**src/rtl/hazard_control_unit.sv**
```systemverilog
// Hazard control unit for a 5-stage pipeline.
// Arbitrates, in priority order, between reset, multi-cycle multiply,
// taken branch/jump (leap) and data hazards. It drives the stall, flush and
// bubble controls, and keeps saturating stall and flush performance counters.
//
// Optional build macro HAZARD_FWD_EN:
//   defined   - a forwarding datapath exists, so only load-use stalls
//   undefined - stall on any RAW match against EX, MEM or WB
//
// state    | meaning
// ---------+-------------------------------------------------------------
// RUN      | normal issue; a multiply start, leap or data hazard may act
// MUL_WAIT | multiply still occupying EX; mul_cnt counts the holds left
module hazard_control_unit #(
  parameter int MUL_CYCLES = 4
) (
  input  logic        clk,
  input  logic        reset,
  input  logic [4:0]  id_rs1,
  input  logic [4:0]  id_rs2,
  input  logic        id_uses_rs1,
  input  logic        id_uses_rs2,
  input  logic [4:0]  ex_destReg,
  input  logic [4:0]  mem_destReg,
  input  logic [4:0]  wb_destReg,
  input  logic        ex_RegWrite,
  input  logic        mem_RegWrite,
  input  logic        wb_RegWrite,
  input  logic        ex_MemToReg,
  input  logic        ex_mul_start,
  input  logic        ex_leap,
  output logic        pc_stall,
  output logic        if_id_stall,
  output logic        id_ex_stall,
  output logic        if_id_flush,
  output logic        id_ex_bubble,
  output logic        ex_mem_bubble,
  output logic        ex_hold,
  output logic        mul_busy,
  output logic [15:0] stall_count,
  output logic [15:0] flush_count
);

  typedef enum logic {RUN = 1'b0, MUL_WAIT = 1'b1} state_t;

  // A single-cycle multiply needs no hold at all, so the FSM never leaves RUN.
  localparam bit         MUL_MULTI  = (MUL_CYCLES >= 2);
  localparam int         MUL_LOAD_I = MUL_MULTI ? (MUL_CYCLES - 2) : 0;
  localparam logic [3:0] MUL_LOAD   = MUL_LOAD_I[3:0];

  state_t      r_state;
  state_t      w_state_nxt;
  logic [3:0]  r_mul_cnt;
  logic [3:0]  w_mul_cnt_nxt;
  logic [15:0] r_stall_count;
  logic [15:0] r_flush_count;

  logic w_ex_m1, w_ex_m2, w_mem_m1, w_mem_m2, w_wb_m1, w_wb_m2;
  logic w_load_use;
  logic w_data_hazard;

  function automatic logic src_match(input logic uses, input logic [4:0] rs,
                                     input logic we, input logic [4:0] dest);
    return uses && we && (dest == rs) && (rs != 5'd0);
  endfunction

  assign w_ex_m1  = src_match(id_uses_rs1, id_rs1, ex_RegWrite,  ex_destReg);
  assign w_ex_m2  = src_match(id_uses_rs2, id_rs2, ex_RegWrite,  ex_destReg);
  assign w_mem_m1 = src_match(id_uses_rs1, id_rs1, mem_RegWrite, mem_destReg);
  assign w_mem_m2 = src_match(id_uses_rs2, id_rs2, mem_RegWrite, mem_destReg);
  assign w_wb_m1  = src_match(id_uses_rs1, id_rs1, wb_RegWrite,  wb_destReg);
  assign w_wb_m2  = src_match(id_uses_rs2, id_rs2, wb_RegWrite,  wb_destReg);

  assign w_load_use = ex_MemToReg && (w_ex_m1 || w_ex_m2);

`ifdef HAZARD_FWD_EN
  assign w_data_hazard = w_load_use;
`else
  assign w_data_hazard = w_ex_m1 || w_ex_m2 || w_mem_m1 || w_mem_m2 ||
                         w_wb_m1 || w_wb_m2;
`endif

  // Next-state and pipeline control outputs, in priority order.
  always_comb begin
    w_state_nxt   = r_state;
    w_mul_cnt_nxt = r_mul_cnt;
    pc_stall      = 1'b0;
    if_id_stall   = 1'b0;
    id_ex_stall   = 1'b0;
    if_id_flush   = 1'b0;
    id_ex_bubble  = 1'b0;
    ex_mem_bubble = 1'b0;
    ex_hold       = 1'b0;
    mul_busy      = 1'b0;
    if (!reset) begin
      w_state_nxt   = RUN;
      w_mul_cnt_nxt = 4'd0;
    end else begin
      case (r_state)
        RUN: begin
          if (ex_mul_start && MUL_MULTI) begin
            pc_stall      = 1'b1;
            if_id_stall   = 1'b1;
            id_ex_stall   = 1'b1;
            ex_hold       = 1'b1;
            ex_mem_bubble = 1'b1;
            w_mul_cnt_nxt = MUL_LOAD;
            w_state_nxt   = MUL_WAIT;
          end else if (ex_leap) begin
            if_id_flush  = 1'b1;
            id_ex_bubble = 1'b1;
          end else if (w_data_hazard) begin
            pc_stall     = 1'b1;
            if_id_stall  = 1'b1;
            id_ex_bubble = 1'b1;
          end
        end
        MUL_WAIT: begin
          mul_busy = 1'b1;
          if (r_mul_cnt != 4'd0) begin
            pc_stall      = 1'b1;
            if_id_stall   = 1'b1;
            id_ex_stall   = 1'b1;
            ex_hold       = 1'b1;
            ex_mem_bubble = 1'b1;
            w_mul_cnt_nxt = r_mul_cnt - 4'd1;
          end else begin
            w_state_nxt = RUN;
          end
        end
        default: w_state_nxt = RUN;
      endcase
    end
  end

  // FSM state and multiply countdown register.
  always_ff @(posedge clk) begin
    if (!reset) begin
      r_state   <= RUN;
      r_mul_cnt <= 4'd0;
    end else begin
      r_state   <= w_state_nxt;
      r_mul_cnt <= w_mul_cnt_nxt;
    end
  end

  // Saturating performance counters for stalled and flushed cycles.
  always_ff @(posedge clk) begin
    if (!reset) begin
      r_stall_count <= 16'd0;
      r_flush_count <= 16'd0;
    end else begin
      if (pc_stall && (r_stall_count != 16'hFFFF))
        r_stall_count <= r_stall_count + 16'd1;
      if (if_id_flush && (r_flush_count != 16'hFFFF))
        r_flush_count <= r_flush_count + 16'd1;
    end
  end

  assign stall_count = r_stall_count;
  assign flush_count = r_flush_count;

endmodule

```
**config.mk**
```make
export PLATFORM = sky130hd
export DESIGN_NAME = hazard_control_unit
export DESIGN_NICKNAME = d
export VERILOG_FILES = /design/src/rtl/hazard_control_unit.sv
export SDC_FILE = /design/constraint.sdc
export NUM_CORES = 1
export LEC_CHECK = 0
export ABC_CLOCK_PERIOD_IN_PS = 2300
export CAP_MARGIN = 15
export CELL_PAD_IN_SITES_DETAIL_PLACEMENT = 1
export CELL_PAD_IN_SITES_GLOBAL_PLACEMENT = 1
export CORE_ASPECT_RATIO = 0.5
export CORE_MARGIN = 5
export CORE_UTILIZATION = 34
export CTS_BUF_LIST = sky130_fd_sc_hd__clkbuf_2 sky130_fd_sc_hd__clkbuf_4 sky130_fd_sc_hd__clkbuf_8
export DETAILED_ROUTE_END_ITERATION = 10
export GPL_ROUTABILITY_DRIVEN = 0
export PLACE_DENSITY_LB_ADDON = 0.15
export SLEW_MARGIN = 20
export SYNTH_ARGS = -nofsm -noshare
export SYNTH_HDL_FRONTEND = slang
export SYNTH_SLANG_ARGS = --single-unit
export TNS_END_PERCENT = 1
```
**constraint.sdc**
```tcl
create_clock -name clk -period 2.3 [get_ports clk]
set_input_delay 0.23 -clock clk [delete_from_list [all_inputs] [get_ports clk]]
set_output_delay 0.23 -clock clk [all_outputs]
set_load 0.01 [all_outputs]
```
==> results of run 1 <==
-- repair_timing --
item / 4_1_cts / 5_1_grt
pin swaps: 5 / 3
gates resized for setup: 33 / 8
buffers inserted: 1 / 0
endpoints found under the setup margin: 15 / 16
-- where the power goes --
part / leakage [uW] / switching (uW) / internal (uW)
sequential: 0.000300 / 27.0 / 661
clock: 0.0000687 / 258 / 437
combinational: 0.000975 / 172 / 180
-- state kept, by name, indices dropped and copies added, names as in the netlist --
signal,cells
stall_count,16
r_mul_cnt,4
flush_count,16
r_state,1
-- how the worst max path moves through the flow --
stage	end	slack, ps	depth (start not counted)
6_report	pc_stall	20	8
5_1_grt	id_ex_bubble	-50	8
3_3_place_gp	if_id_stall	-430	8
4_1_cts	pc_stall	1	8
3_5_place_dp	pc_stall	-540	8
2_1_floorplan	pc_stall	270	8
-- synthesized netlist by cell type (all sizes together) (2+ instances only) --
| library cell | number | share of area, % |
|---|---|---|
| ha | 4 | 2.2 |
| nand2 | 21 | 3.5 |
| nor4b | 2 | 1.3 |
| nor2 | 22 | 3.6 |
| nand2b | 5 | 1.4 |
| a31oi | 2 | 0.55 |
| xnor2 | 10 | 3.9 |
| a21oi | 10 | 2.2 |
| dfxtp | 37 | 33 |
| and2 | 3 | 0.83 |
| and3 | 11 | 3.6 |
| nand4 | 7 | 1.9 |
| xor2 | 33 | 13 |
| or3 | 8 | 2.2 |
| clkbuf | 5 | 1.3 |
| nor4 | 6 | 1.7 |
| buf | 7 | 2.7 |
| or4 | 3 | 0.99 |
| o31ai | 6 | 2.0 |
| inv | 8 | 1.3 |
| mux2i | 7 | 3.1 |
| o211ai | 5 | 1.7 |
| nand3 | 17 | 3.7 |
| nor3 | 7 | 1.5 |
| o21ai | 9 | 2.0 |
-- cell families after synthesis --
family | after synthesis
xor gates and xnor gates | 43
buffers and inverters | 20
and+or+nand+nor | 117
adders and majority gates | 4
DFF | 37
muxes | 8
AOI/OAI and AO/OA | 39
-- worst reg2reg max path: stages, from the launching register on --
cell     delay (ps)
dfxtp_1         330
inv_1            70
ha_1            230
a311o_1         370
o311a_4         420
buf_4           200
o41ai_2         370
a21oi_1         100
-- per-layer routing --
metal  vias up  track usage [%]  part of all wire (%)
li1       1150                -                     -
met1      1118             20.9                    45
met2        62             34.4                    49
met3         9             4.44                   4.8
met4         0             5.54                   1.1
met5         -                0                     0
-- metrics by stage --
stage,setup WS (ps),area (um^2)
after floorplan,273,2270
after global placement,-430,3260
after detailed placement,-541,3260
after CTS,0.999,3430
after global routing,-49.2,3470
final,17.0,3470
-- layout make-up --
class	instances	area [um^2]
Clock buffer	5	68.8
Sequential cell	37	742
Fill cell	783	3130
Timing Repair Buffer	105	955
Inverter	8	30.0
Clock inverter	3	68.8
Tap cell	92	115
Multi-Input combinational cell	211	1490
==> metrics.cfg, run 1 <==
[sta]
tightest_slew_ps = 385
fin_skew_ps = 13.6
rsz0062_at_grt = true
timing.final.crit_period_ps = 2280
slew_viol_final = 0
final_hold_viol_count = 0
max_clock_freq_mhz = 438
worst_hold_slack_ps = 516
finalSetupTns_ps = 0
setup_viol = 0
post-route-period-util_pct = 99.3
relSlewSlack_pct = 74.3

[clock_tree]
cts_num_sinks = 37
clkTransAtPathRegs_ps = 90
cts_buffer_depth = 2
clock-root-buffer = clkbuf_8
htree_levels = 2
clock_latency_ps = 300
cts_tree = done
cts_buffers = 5
ctsHoldBuffers = 0

[critical_path]
crit_family = buffers and inverters
cp_num_buf_inv = 3
cp_slowest_cell = clkdlybuf4s50_1
regToRegSetupSlack_ps = 80
reg2reg_depth = 7
endpoint_kind = output port
slowest_delay_ps = 540
startpoint_type = primary input
r2r_start = r_mul_cnt[0]
crit_type = primary input to output port
path_cells = clkdlybuf4s50_1 > xor2_1 > nor4_1 > and3_2 > o31ai_4 > o311a_4 > inv_2 > clkdlybuf4s15_2
worstPathArrival_ps = 2050
cp_max_fo = 5
worstPathRequired_ps = 2070
crit_start = mem_destReg[3]
r2r-end = stall_count[15]

[yosys]
yosysUniqueCellTypes = 46
netlist_instances = 268
yosysWarningCount = 0
synth_xor_area_share_pct = 16.6
synth-seq-cells = 37
synth_mux_area_share_pct = 3.58
ys_seq_area_share_pct = 32.6
synth_area_um2 = 2270
synth_compound_area_share_pct = 11.6
ys.flop_type = dfxtp_1
synthSimpleGateAreaFrac_pct = 28.2
synth_edf_count = 0
synthAdderAreaFrac_pct = 2.20
synth_area_per_cell_um2 = 8.48
synth_top_family_by_area = simple AND/OR/NAND/NOR gates
synth_nets = 307
synthArstFlopShare_pct = 0

[hold_path]
hold_path_end = stall_count[11]
hold_start = stall_count[11]
hp-class = flop to flop
holdPathStages = 2

[status]
run_status = complete, no violations

[drt]
drt.antenna.violating_nets = 0
drc_errors = 0
drt_iter0_markers = 94
routed_wl_um = 7450
wl_per_cell_um = 16.2
viasPerCell = 5.07
dr.pass1.iters = 4
vias = 2339

[floorplanning]
fp.dieH_um = 67.8
core_um2 = 6600
die_x_um = 126
row_count = 21
die_area_um2 = 8520
io_pins = 75
initial_core_util_pct = 34.5

[power_and_ir_drop]
leakagePower_uw = 0.00134
power_per_cell_area_nw_per_um2 = 500
power_uw = 1730
peakVddDrop_uv = 261

[global_routing]
antenna_found_initial = 0
grt_pass1_vias = 2574
groute.usage.overall_pct = 18.2
grt_first_pass_wirelength_um = 12400
overflow = 0
grt_max_degree = 26

[final_layout]
layout_commonest_cell = clkdlybuf4s50_1
diodes = 0
finalNonFillerCells = 461
fin_nets = 407
drive_gt1_share_pct = 17.1
layout_common_cells = clkdlybuf4s50_1, dfxtp_1, xor2_1, buf_4
fin_util_pct = 52.6
area_growth_pct = 52.5

[placement]
dp_hpwl_um = 5890
port_buffers = 73
place_inst = 452

[run]
maxCapViolCount = 0

Power figures use the tool's default switching activity.
==> run 2, diff against run 1 <==
- CAP_MARGIN: 15 -> not set
==> results of run 2 <==
The final DEF is identical to that of run 1; final timing and power are the same.
==> run 3, diff against run 2 <==
- CORE_MARGIN: 5 -> not set
==> run 3 against run 2 <==
Compared with the run above:
- final cell count fell by 1.5%
- count of clock-buffer cells in the layout rose by 2
- sequential share of layout area rose by 0.27 points
- die area fell by 17%
- clock power fell by 14%
- global-route usage rose by 2.3 points
- first-iteration DRC count rose by 9.6%
- critical path type unchanged
==> metrics.cfg, run 3 (synthesized netlist as in run 1, its figures left out) <==
[hold_path]
hp-class = flop to flop
holdPathStages = 2
hold_start = stall_count[15]
hold_path_end = stall_count[15]

[sta]
fin_skew_ps = 3.72
max_clock_freq_mhz = 447
post-route-period-util_pct = 97.4
finalSetupTns_ps = 0
tightest_slew_ps = 350
setup_viol = 0
timing.final.crit_period_ps = 2240
final_hold_viol_count = 0
relSlewSlack_pct = 76.6
slew_viol_final = 0
rsz0062_at_grt = true
setup_ws_ps = 60.9

[clock_tree]
clock_latency_ps = 290
htree_levels = 2
cts_buffers = 5
clkTransAtPathRegs_ps = 70
cts_num_sinks = 37
cts_buffer_depth = 2
clock-root-buffer = clkbuf_8
cts_tree = done

[critical_path]
startpoint_type = primary input
crit_start = wb_destReg[4]
endpoint_kind = output port
crit_type = primary input to output port
regToRegSetupSlack_ps = 120
cp_max_fo = 4
reg2reg_depth = 7
worstPathArrival_ps = 2010
r2r_start = r_mul_cnt[1]
worstPathRequired_ps = 2070
r2r-end = stall_count[10]

[final_layout]
area_growth_pct = 50.9
drive_gt1_share_pct = 17.5
fin_nets = 404
layout_common_cells = clkdlybuf4s50_1, dfxtp_1, xor2_1, buf_4, nor2_1
layout_commonest_cell = clkdlybuf4s50_1
diodes = 0
fillers = 750

[status]
run_status = complete, no violations

[power_and_ir_drop]
power_per_cell_area_nw_per_um2 = 477
leakagePower_uw = 0.00132
peakVddDrop_uv = 211

[floorplanning]
core_um2 = 6260
die_area_um2 = 7040
io_pins = 75
initial_core_util_pct = 36.3
row_count = 20
fp.dieH_um = 59.8
die_x_um = 118

[placement]
place_worst_setup_slack_ps = -486
dp_hpwl_um = 5430
port_buffers = 73

[global_routing]
antenna_found_initial = 0
grt_max_degree = 26
groute.usage.overall_pct = 20.5
grt_pass1_vias = 2413
overflow = 0
grt_first_pass_wirelength_um = 11300

[drt]
viasPerCell = 5.12
drt.antenna.violating_nets = 0
drt_iter0_markers = 103
drc_errors = 0
wl_per_cell_um = 15.4
dr.pass1.iters = 4
routed_wl_um = 6990
vias = 2325

[run]
maxCapViolCount = 0

[run 3: cell count changes in the layout (fill, tap and decap cells not counted), sizes merged]
cell	delta
clkbuf	+3
buf	-3
clkdlybuf4s50	-1
inv	-1
bufinv	-1
[run 3: worst max-delay path by stage]
stage | to | slack [ps] | cells after the start
global placement | if_id_stall | -390 | 8
CTS | pc_stall | -20 | 9
detailed placement | stall_count[10] | -490 | 9
finish | pc_stall | 60 | 8
floorplan | pc_stall | 270 | 8
global route | ex_hold | 1 | 5
[run 3: repair_timing]
item	in CTS	in global routing
resized for setup	33	16
hold buffers	0	0
endpoints found under the hold margin	0	0
setup buffers	0	0
setup endpoints to repair	16	15
pin swaps	6	6
[run 3: layout make-up]
cell class,count,area [um^2],area share (%)
Multi-Input combinational cell,211,1500,43.6
Inverter,8,30.0,0.876
Clock inverter,1,30.0,0.876
Clock buffer,7,90.1,2.63
Tap cell,88,110,3.21
Sequential cell,37,743,21.7
Timing Repair Buffer,102,931,27.1
[run 3: routing by layer]
layer | GRT usage (%) | vias up | part of all wire [%]
met3 | 5.53 | 6 | 5.4
li1 | - | 1143 | -
met5 | 0 | - | 0
met2 | 39.1 | 63 | 49
met1 | 23.0 | 1113 | 44
met4 | 6.04 | 0 | 0.93
[run 3: stage by stage]
step                area [um^2]  total power (uW)  hold slack, ps  utilization, %  std cells
finish                     3430              1640             505            54.8        454
global route               3430              1720             527            54.8        454
CTS                        3370              1640             508            53.8        454
detailed placement         3240              1040             495            51.8        446
global placement           3240              1030             475            51.8        446
floorplan                  2270               868             464               -        268
[run 3: report_power, final]
| group | switching (uW) | internal (uW) | total (uW) |
|---|---|---|---|
| combinational | 172 | 178 | 350 |
| sequential | 27.3 | 662 | 689 |
| clock | 232 | 365 | 597 |
| total | 431 | 1200 | 1640 |
[run 3: critical path, cell delays in order]
cell	delay, ps
clkdlybuf4s50_1	450
xor2_1	160
nor4_1	210
nand3_1	110
and3_4	200
o311a_4	380
inv_2	60
clkdlybuf4s15_2	210
